## config.mk

```make
export PLATFORM = sky130hd
export DESIGN_NAME = split_case_arb_flat
export DESIGN_NICKNAME = d
export VERILOG_FILES = /design/src/rtl/split_case_arb_if.sv /design/src/rtl/split_case_arb.sv /design/src/flat_wrapper.sv
export SDC_FILE = /design/constraint.sdc
export NUM_CORES = 1
export LEC_CHECK = 0
export CORE_UTILIZATION = 46
export CTS_BUF_LIST = sky130_fd_sc_hd__clkbuf_4
export DETAILED_ROUTE_END_ITERATION = 12
export HOLD_SLACK_MARGIN = 0.06
export PLACE_DENSITY = 0.77
export SETUP_SLACK_MARGIN = 0.1
export SLEW_MARGIN = 5
export SYNTH_ARGS = -nofsm -noshare
export SYNTH_HDL_FRONTEND = slang
export SYNTH_SLANG_ARGS = --single-unit
```

## constraint.sdc

```tcl
create_clock -name clk -period 3.85 [get_ports clk]
set_input_delay 0.77 -clock clk [delete_from_list [all_inputs] [get_ports clk]]
set_output_delay 0.77 -clock clk [all_outputs]
set_load 0.02 [all_outputs]
```

## src/rtl/split_case_arb_if.sv

```systemverilog
`default_nettype none
// ============================================================================
// Module   : split_case_arb_if
// Brief    : Requester/result handshake bundle for the split_case_arb
//            round-robin add/sub sequencer.
// Revision : 1.0 - initial release
// ============================================================================
interface split_case_arb_if #(
    parameter int N_REQ = 3,
    parameter int ID_W  = 2
);
    logic [N_REQ-1:0]   req_valid;
    logic [N_REQ*8-1:0] req_data;
    logic [N_REQ*2-1:0] req_sel;
    logic [N_REQ-1:0]   req_ready;
    logic               out_valid;
    logic               out_ready;
    logic [ID_W-1:0]    out_id;
    logic [7:0]         out_a;
    logic [7:0]         out_b;
    logic [15:0]        op_count;

    // Producer/consumer side: drives requests, consumes results
    modport master (
        output req_valid, req_data, req_sel, out_ready,
        input  req_ready, out_valid, out_id, out_a, out_b, op_count
    );

    // Arbiter side
    modport slave (
        input  req_valid, req_data, req_sel, out_ready,
        output req_ready, out_valid, out_id, out_a, out_b, op_count
    );
endinterface
`default_nettype wire

```

## src/rtl/split_case_arb.sv

```systemverilog
`default_nettype none
// ============================================================================
// Module   : split_case_arb
// Brief    : Round-robin arbiter sharing one split-case add/sub unit between
//            N_REQ byte requesters; single-entry back-pressured result reg.
// Revision : 1.0 - initial release
// ============================================================================
module split_case_arb #(
    parameter int N_REQ = 3,
    parameter int ID_W  = 2
) (
    input wire             clk,
    input wire             rst,
    split_case_arb_if.slave bus
);
    localparam int c_PTR_W = (N_REQ > 1) ? $clog2(N_REQ) : 1;

    logic [c_PTR_W-1:0] r_rr_ptr;
    logic               r_out_valid;
    logic [ID_W-1:0]    r_out_id;
    logic [7:0]         r_out_a;
    logic [7:0]         r_out_b;
    logic [15:0]        r_op_count;

    logic               w_slot_free;
    logic [N_REQ-1:0]   w_grant;
    logic               w_found;
    logic [c_PTR_W-1:0] w_win_idx;
    logic [7:0]         w_win_data;
    logic [1:0]         w_win_sel;
    logic [7:0]         w_res_a;
    logic [7:0]         w_res_b;

    // (base + step) modulo N_REQ; base < N_REQ and step < N_REQ
    function automatic logic [c_PTR_W-1:0] ptr_wrap(input logic [c_PTR_W-1:0] base,
                                                    input int step);
        int s;
        s = int'(base) + step;
        if (s >= N_REQ) begin
            s = s - N_REQ;
        end
        return c_PTR_W'(s);
    endfunction

    // The slot can take a new result when empty or being drained this cycle
    assign w_slot_free = !r_out_valid || bus.out_ready;

    // Round-robin scan starting at r_rr_ptr; first valid requester wins
    always_comb begin
        w_grant   = '0;
        w_found   = 1'b0;
        w_win_idx = '0;
        if (w_slot_free && !rst) begin
            for (int k = 0; k < N_REQ; k++) begin
                if (!w_found && bus.req_valid[ptr_wrap(r_rr_ptr, k)]) begin
                    w_found   = 1'b1;
                    w_win_idx = ptr_wrap(r_rr_ptr, k);
                end
            end
        end
        if (w_found) begin
            w_grant[w_win_idx] = 1'b1;
        end
    end

    assign w_win_data = bus.req_data[{w_win_idx, 3'b000} +: 8];
    assign w_win_sel  = bus.req_sel[{w_win_idx, 1'b0} +: 2];

    // Shared split-case datapath applied to the winner's byte
    always_comb begin
        w_res_a = w_win_data;
        w_res_b = w_win_data;
        case (w_win_sel)
            2'b00: begin
                w_res_a = w_win_data + 8'd5;
                w_res_b = w_win_data + 8'd6;
            end
            2'b01: begin
                w_res_a = w_win_data - 8'd5;
                w_res_b = w_win_data - 8'd6;
            end
            default: begin
                w_res_a = w_win_data;
                w_res_b = w_win_data;
            end
        endcase
    end

    // Result register, rotating pointer and accept counter
    always_ff @(posedge clk) begin
        if (rst) begin
            r_out_valid <= 1'b0;
            r_out_a     <= 8'hFF;
            r_out_b     <= 8'hAA;
            r_out_id    <= '0;
            r_rr_ptr    <= '0;
            r_op_count  <= 16'd0;
        end else if (w_found) begin
            r_out_valid <= 1'b1;
            r_out_a     <= w_res_a;
            r_out_b     <= w_res_b;
            r_out_id    <= ID_W'(w_win_idx);
            r_rr_ptr    <= ptr_wrap(w_win_idx, 1);
            r_op_count  <= r_op_count + 16'd1;
        end else if (r_out_valid && bus.out_ready) begin
            r_out_valid <= 1'b0;
        end
    end

    assign bus.req_ready = w_grant;
    assign bus.out_valid = r_out_valid;
    assign bus.out_id    = r_out_id;
    assign bus.out_a     = r_out_a;
    assign bus.out_b     = r_out_b;
    assign bus.op_count  = r_op_count;

endmodule
`default_nettype wire

```

## src/flat_wrapper.sv

```systemverilog
// flat-port wrapper written by rule: the top's interface ports become plain ports
module split_case_arb_flat 
#(
    parameter int N_REQ = 3,
    parameter int ID_W  = 2
)
  (clk, rst, bus_req_valid, bus_req_data, bus_req_sel, bus_out_ready, bus_req_ready, bus_out_valid, bus_out_id, bus_out_a, bus_out_b, bus_op_count);
  split_case_arb_if #(.N_REQ(N_REQ), .ID_W(ID_W)) bus_i ();
  input wire clk;
  input wire rst;
  input wire logic [$bits(bus_i.req_valid)-1:0] bus_req_valid;
  input wire logic [$bits(bus_i.req_data)-1:0] bus_req_data;
  input wire logic [$bits(bus_i.req_sel)-1:0] bus_req_sel;
  input wire logic [$bits(bus_i.out_ready)-1:0] bus_out_ready;
  output wire logic [$bits(bus_i.req_ready)-1:0] bus_req_ready;
  output wire logic [$bits(bus_i.out_valid)-1:0] bus_out_valid;
  output wire logic [$bits(bus_i.out_id)-1:0] bus_out_id;
  output wire logic [$bits(bus_i.out_a)-1:0] bus_out_a;
  output wire logic [$bits(bus_i.out_b)-1:0] bus_out_b;
  output wire logic [$bits(bus_i.op_count)-1:0] bus_op_count;
  assign bus_i.req_valid = bus_req_valid;
  assign bus_i.req_data = bus_req_data;
  assign bus_i.req_sel = bus_req_sel;
  assign bus_i.out_ready = bus_out_ready;
  assign bus_req_ready = bus_i.req_ready;
  assign bus_out_valid = bus_i.out_valid;
  assign bus_out_id = bus_i.out_id;
  assign bus_out_a = bus_i.out_a;
  assign bus_out_b = bus_i.out_b;
  assign bus_op_count = bus_i.op_count;
  split_case_arb #(.N_REQ(N_REQ), .ID_W(ID_W)) u_core (.clk(clk), .rst(rst), .bus(bus_i));
endmodule
```

==> results.cfg <==
[sta]
skew_ns = 0.00947
rsz0062_at_grt = yes
finalMaxSlewViolations = 0
fmax_mhz = 265
finalCriticalPeriod_ns = 3.78
hold_viol_final = 0
timing.final.crit_share = 0.982
setup_viol = 0
tightestPinTransition_ns = 0.505
setup_tns_ns = 0
hold_ws_ns = 0.473
relSlewSlack = 0.662

[clock_tree]
root_buffer = clkbuf_4
hold_buffers = 0
clk_pin_slew_ns = 0.11
cts-buffers-inserted = 5
insertion_delay_ns = 0.34
cts_tree = built
clockBufferDepth = 2
h-tree-depth = 2
clock_sinks = 37

[worst_setup_path]
arrival_ns = 4.01
r2r_slack_ns = 0.07
cp_max_fo = 5
required_ns = 4.08
r2r_cells = 16
worstSetupPathType = reg2reg
start_kind = register
end_kind = register
r2r_start = u_core.r_rr_ptr[0]$_SDFFE_PP0P_
rr_endpoint = u_core.bus.out_a[5]$_SDFFE_PP1P_

[final_layout]
layout-drive-gt1-share = 0.322
mostFrequentLayoutCell = buf_4
fin_area_um2 = 4590
syn_to_final_growth_pct = 66.6
final_cell_mix = 97 x buf_4, 67 x clkdlybuf4s50_1, 35 x dfxtp_1, 28 x nand2_1, 23 x o21ai_0
final_nets = 559
diodes = 0

[grt]
grtUsageTotal = 0.285
grt_pass1_vias = 3049
grt_max_degree = 31
antenna_found_initial = 0
grt_pass1_wl_mm = 14.1
grt-ovfl-total = 0

[run]
maxCapViolCount = 0

[drt]
met2_length_mm = 5.32
first_pass_iters = 5
drc = 0
vias = 3384
ant_nets = 0
wirelength_met1_mm = 4.16
wl_per_cell_um = 17.7
drtIter0Drc = 207
drt_wl_total_mm = 10.3
top_layer = met4
avgViaCountPerCell = 5.81
dr_wl_met3_um = 492

[floorplan]
die_area_um2 = 6300
io_pins = 74
die_x_um = 79.4
rows = 27
coreArea_um2 = 5640
start_util = 0.488
die_y_um = 79.4

[power_and_ir_drop]
power_density_nw_per_um2 = 843
ir_worst_vdd_mv = 0.636
power_leakage_nw = 1.86

[yosys]
yosysTopAreaCell = dfxtp_1
synth_edf_count = 0
synth_fp_nets = 396
syn-cell-area_um2 = 2760
syn_area_per_cell_um2 = 7.94
synth_cell_types = 60
synthCells = 347
ys_warn_count = 0
ys_ff_latch = 37
synth_flop_cell = dfxtp_1
synth_top_area_share = 0.269
synth.top_cells.by_area = dfxtp_1 27%, ha_1 5.9%, o21ai_0 4.7%
postSynth.asyncResetShare = 0
ys_seq_area_frac = 0.269

[placed_design]
place_congestion = 0.927
dpl_cell_area_um2 = 4200
port_buffers = 73
dp_hpwl_mm = 6.69

[worst_hold_path]
min_path_cells = 2
min_to = u_core.bus.out_b[6]$_SDFFE_PP0P_
min-delay-path-class = reg2reg
min_from = u_core.bus.out_b[6]$_SDFFE_PP0P_

[outcome]
status = finished clean
## worst max-delay path, cell delays in order (launching register included)
cell	delay, ns
dfxtp_4	0.38
buf_4	0.14
ha_4	0.17
nand3b_1	0.30
a311oi_4	0.37
o41ai_4	0.14
or2_4	0.31
buf_6	0.13
buf_4	0.16
a31oi_4	0.23
ha_2	0.33
a31oi_2	0.20
nand2b_1	0.19
a21oi_1	0.10
o21ai_1	0.16
xor2_1	0.24
a21oi_1	0.10
## cells in the mapped netlist, types with 4 or more instances
| cell | n |
|---|---|
| a211oi_1 | 4 |
| a21oi_1 | 19 |
| a31oi_1 | 7 |
| and3_1 | 5 |
| buf_6 | 4 |
| clkbuf_1 | 11 |
| dfxtp_1 | 37 |
| ha_1 | 13 |
| inv_1 | 15 |
| mux2i_1 | 6 |
| nand2_1 | 31 |
| nand2b_1 | 7 |
| nand3_1 | 19 |
| nor2_1 | 23 |
| nor3_1 | 15 |
| o21ai_0 | 26 |
| o21ai_1 | 8 |
| o31ai_1 | 4 |
| or3_1 | 5 |
| xnor2_1 | 13 |
| xor2_1 | 14 |
## worst max path at each step
stage,start,end,slack [ns],cells after the start
after floorplan,bus_req_valid[2],u_core.bus.out_b[7]$_SDFFE_PP1P_,0.06,18
after global placement,bus_req_valid[2],u_core.bus.out_a[5]$_SDFFE_PP1P_,-0.31,16
after detailed placement,bus_req_valid[2],u_core.bus.out_a[6]$_SDFFE_PP1P_,-0.43,19
after CTS,u_core.r_rr_ptr[1]$_SDFFE_PP0P_,bus_req_ready[2],0.11,11
after global routing,u_core.r_rr_ptr[0]$_SDFFE_PP0P_,u_core.bus.out_a[5]$_SDFFE_PP1P_,-0.1,17
final,u_core.r_rr_ptr[0]$_SDFFE_PP0P_,u_core.bus.out_a[5]$_SDFFE_PP1P_,0.07,16
## per-stage QoR
stage                     worst slack, ns  total power [mW]  instances   util
final                              0.0703              3.87        582  0.814
after global routing              -0.0961              4.08        582  0.814
after detailed placement           -0.431              3.17        558  0.744
after floorplan                    0.0609              2.08        347      -
after CTS                           0.109              3.41        570  0.761
after global placement             -0.310              3.08        558  0.744
## per-layer routing
| layer | track usage | up-vias |
|---|---|---|
| li1 | - | 1583 |
| met1 | 0.336 | 1606 |
| met2 | 0.522 | 155 |
| met3 | 0.0446 | 40 |
| met4 | 0.0909 | 0 |
| met5 | 0 | - |
## repair_timing
action,in CTS,in global routing
setup endpoints to repair,11,12
gates resized for setup,9,46
pin swaps,6,27
cloned,0,0
buffers inserted,5,12
## final cells by class
cell class | count | area, um^2
Multi-Input combinational cell | 275 | 2130
Clock buffer | 6 | 45.0
Clock inverter | 1 | 3.75
Inverter | 17 | 76.3
Timing Repair Buffer | 174 | 1500
Sequential cell | 37 | 748
Tap cell | 72 | 90.1
Fill cell | 335 | 1050
## power breakdown
| group | total [mW] | internal (mW) | switching [mW] |
|---|---|---|---|
| Clock | 0.199 | 0.0735 | 0.126 |
| Sequential | 0.560 | 0.493 | 0.0675 |
| Combinational | 3.11 | 1.56 | 1.55 |
## cell families (layout without fill, tap and decap cells)
kind of cell,after synthesis,in the layout,synth area share
xor+xnor,28,28,0.0917
buf+inv,35,198,0.0613
simple gates,123,123,0.223
fa+ha+maj,13,13,0.0590
flops,37,37,0.269
mux,8,8,0.0313
compound gates,103,103,0.264
## flip-flops by register name, summed over array words and instances (netlist names)
| signal | flops |
|---|---|
| u_core.bus.out_valid | 1 |
| u_core.bus.out_id | 2 |
| u_core.bus.out_b | 8 |
| u_core.r_rr_ptr | 2 |
| u_core.bus.out_a | 8 |
| u_core.bus.op_count | 16 |
(Power assumes the default switching activity.)
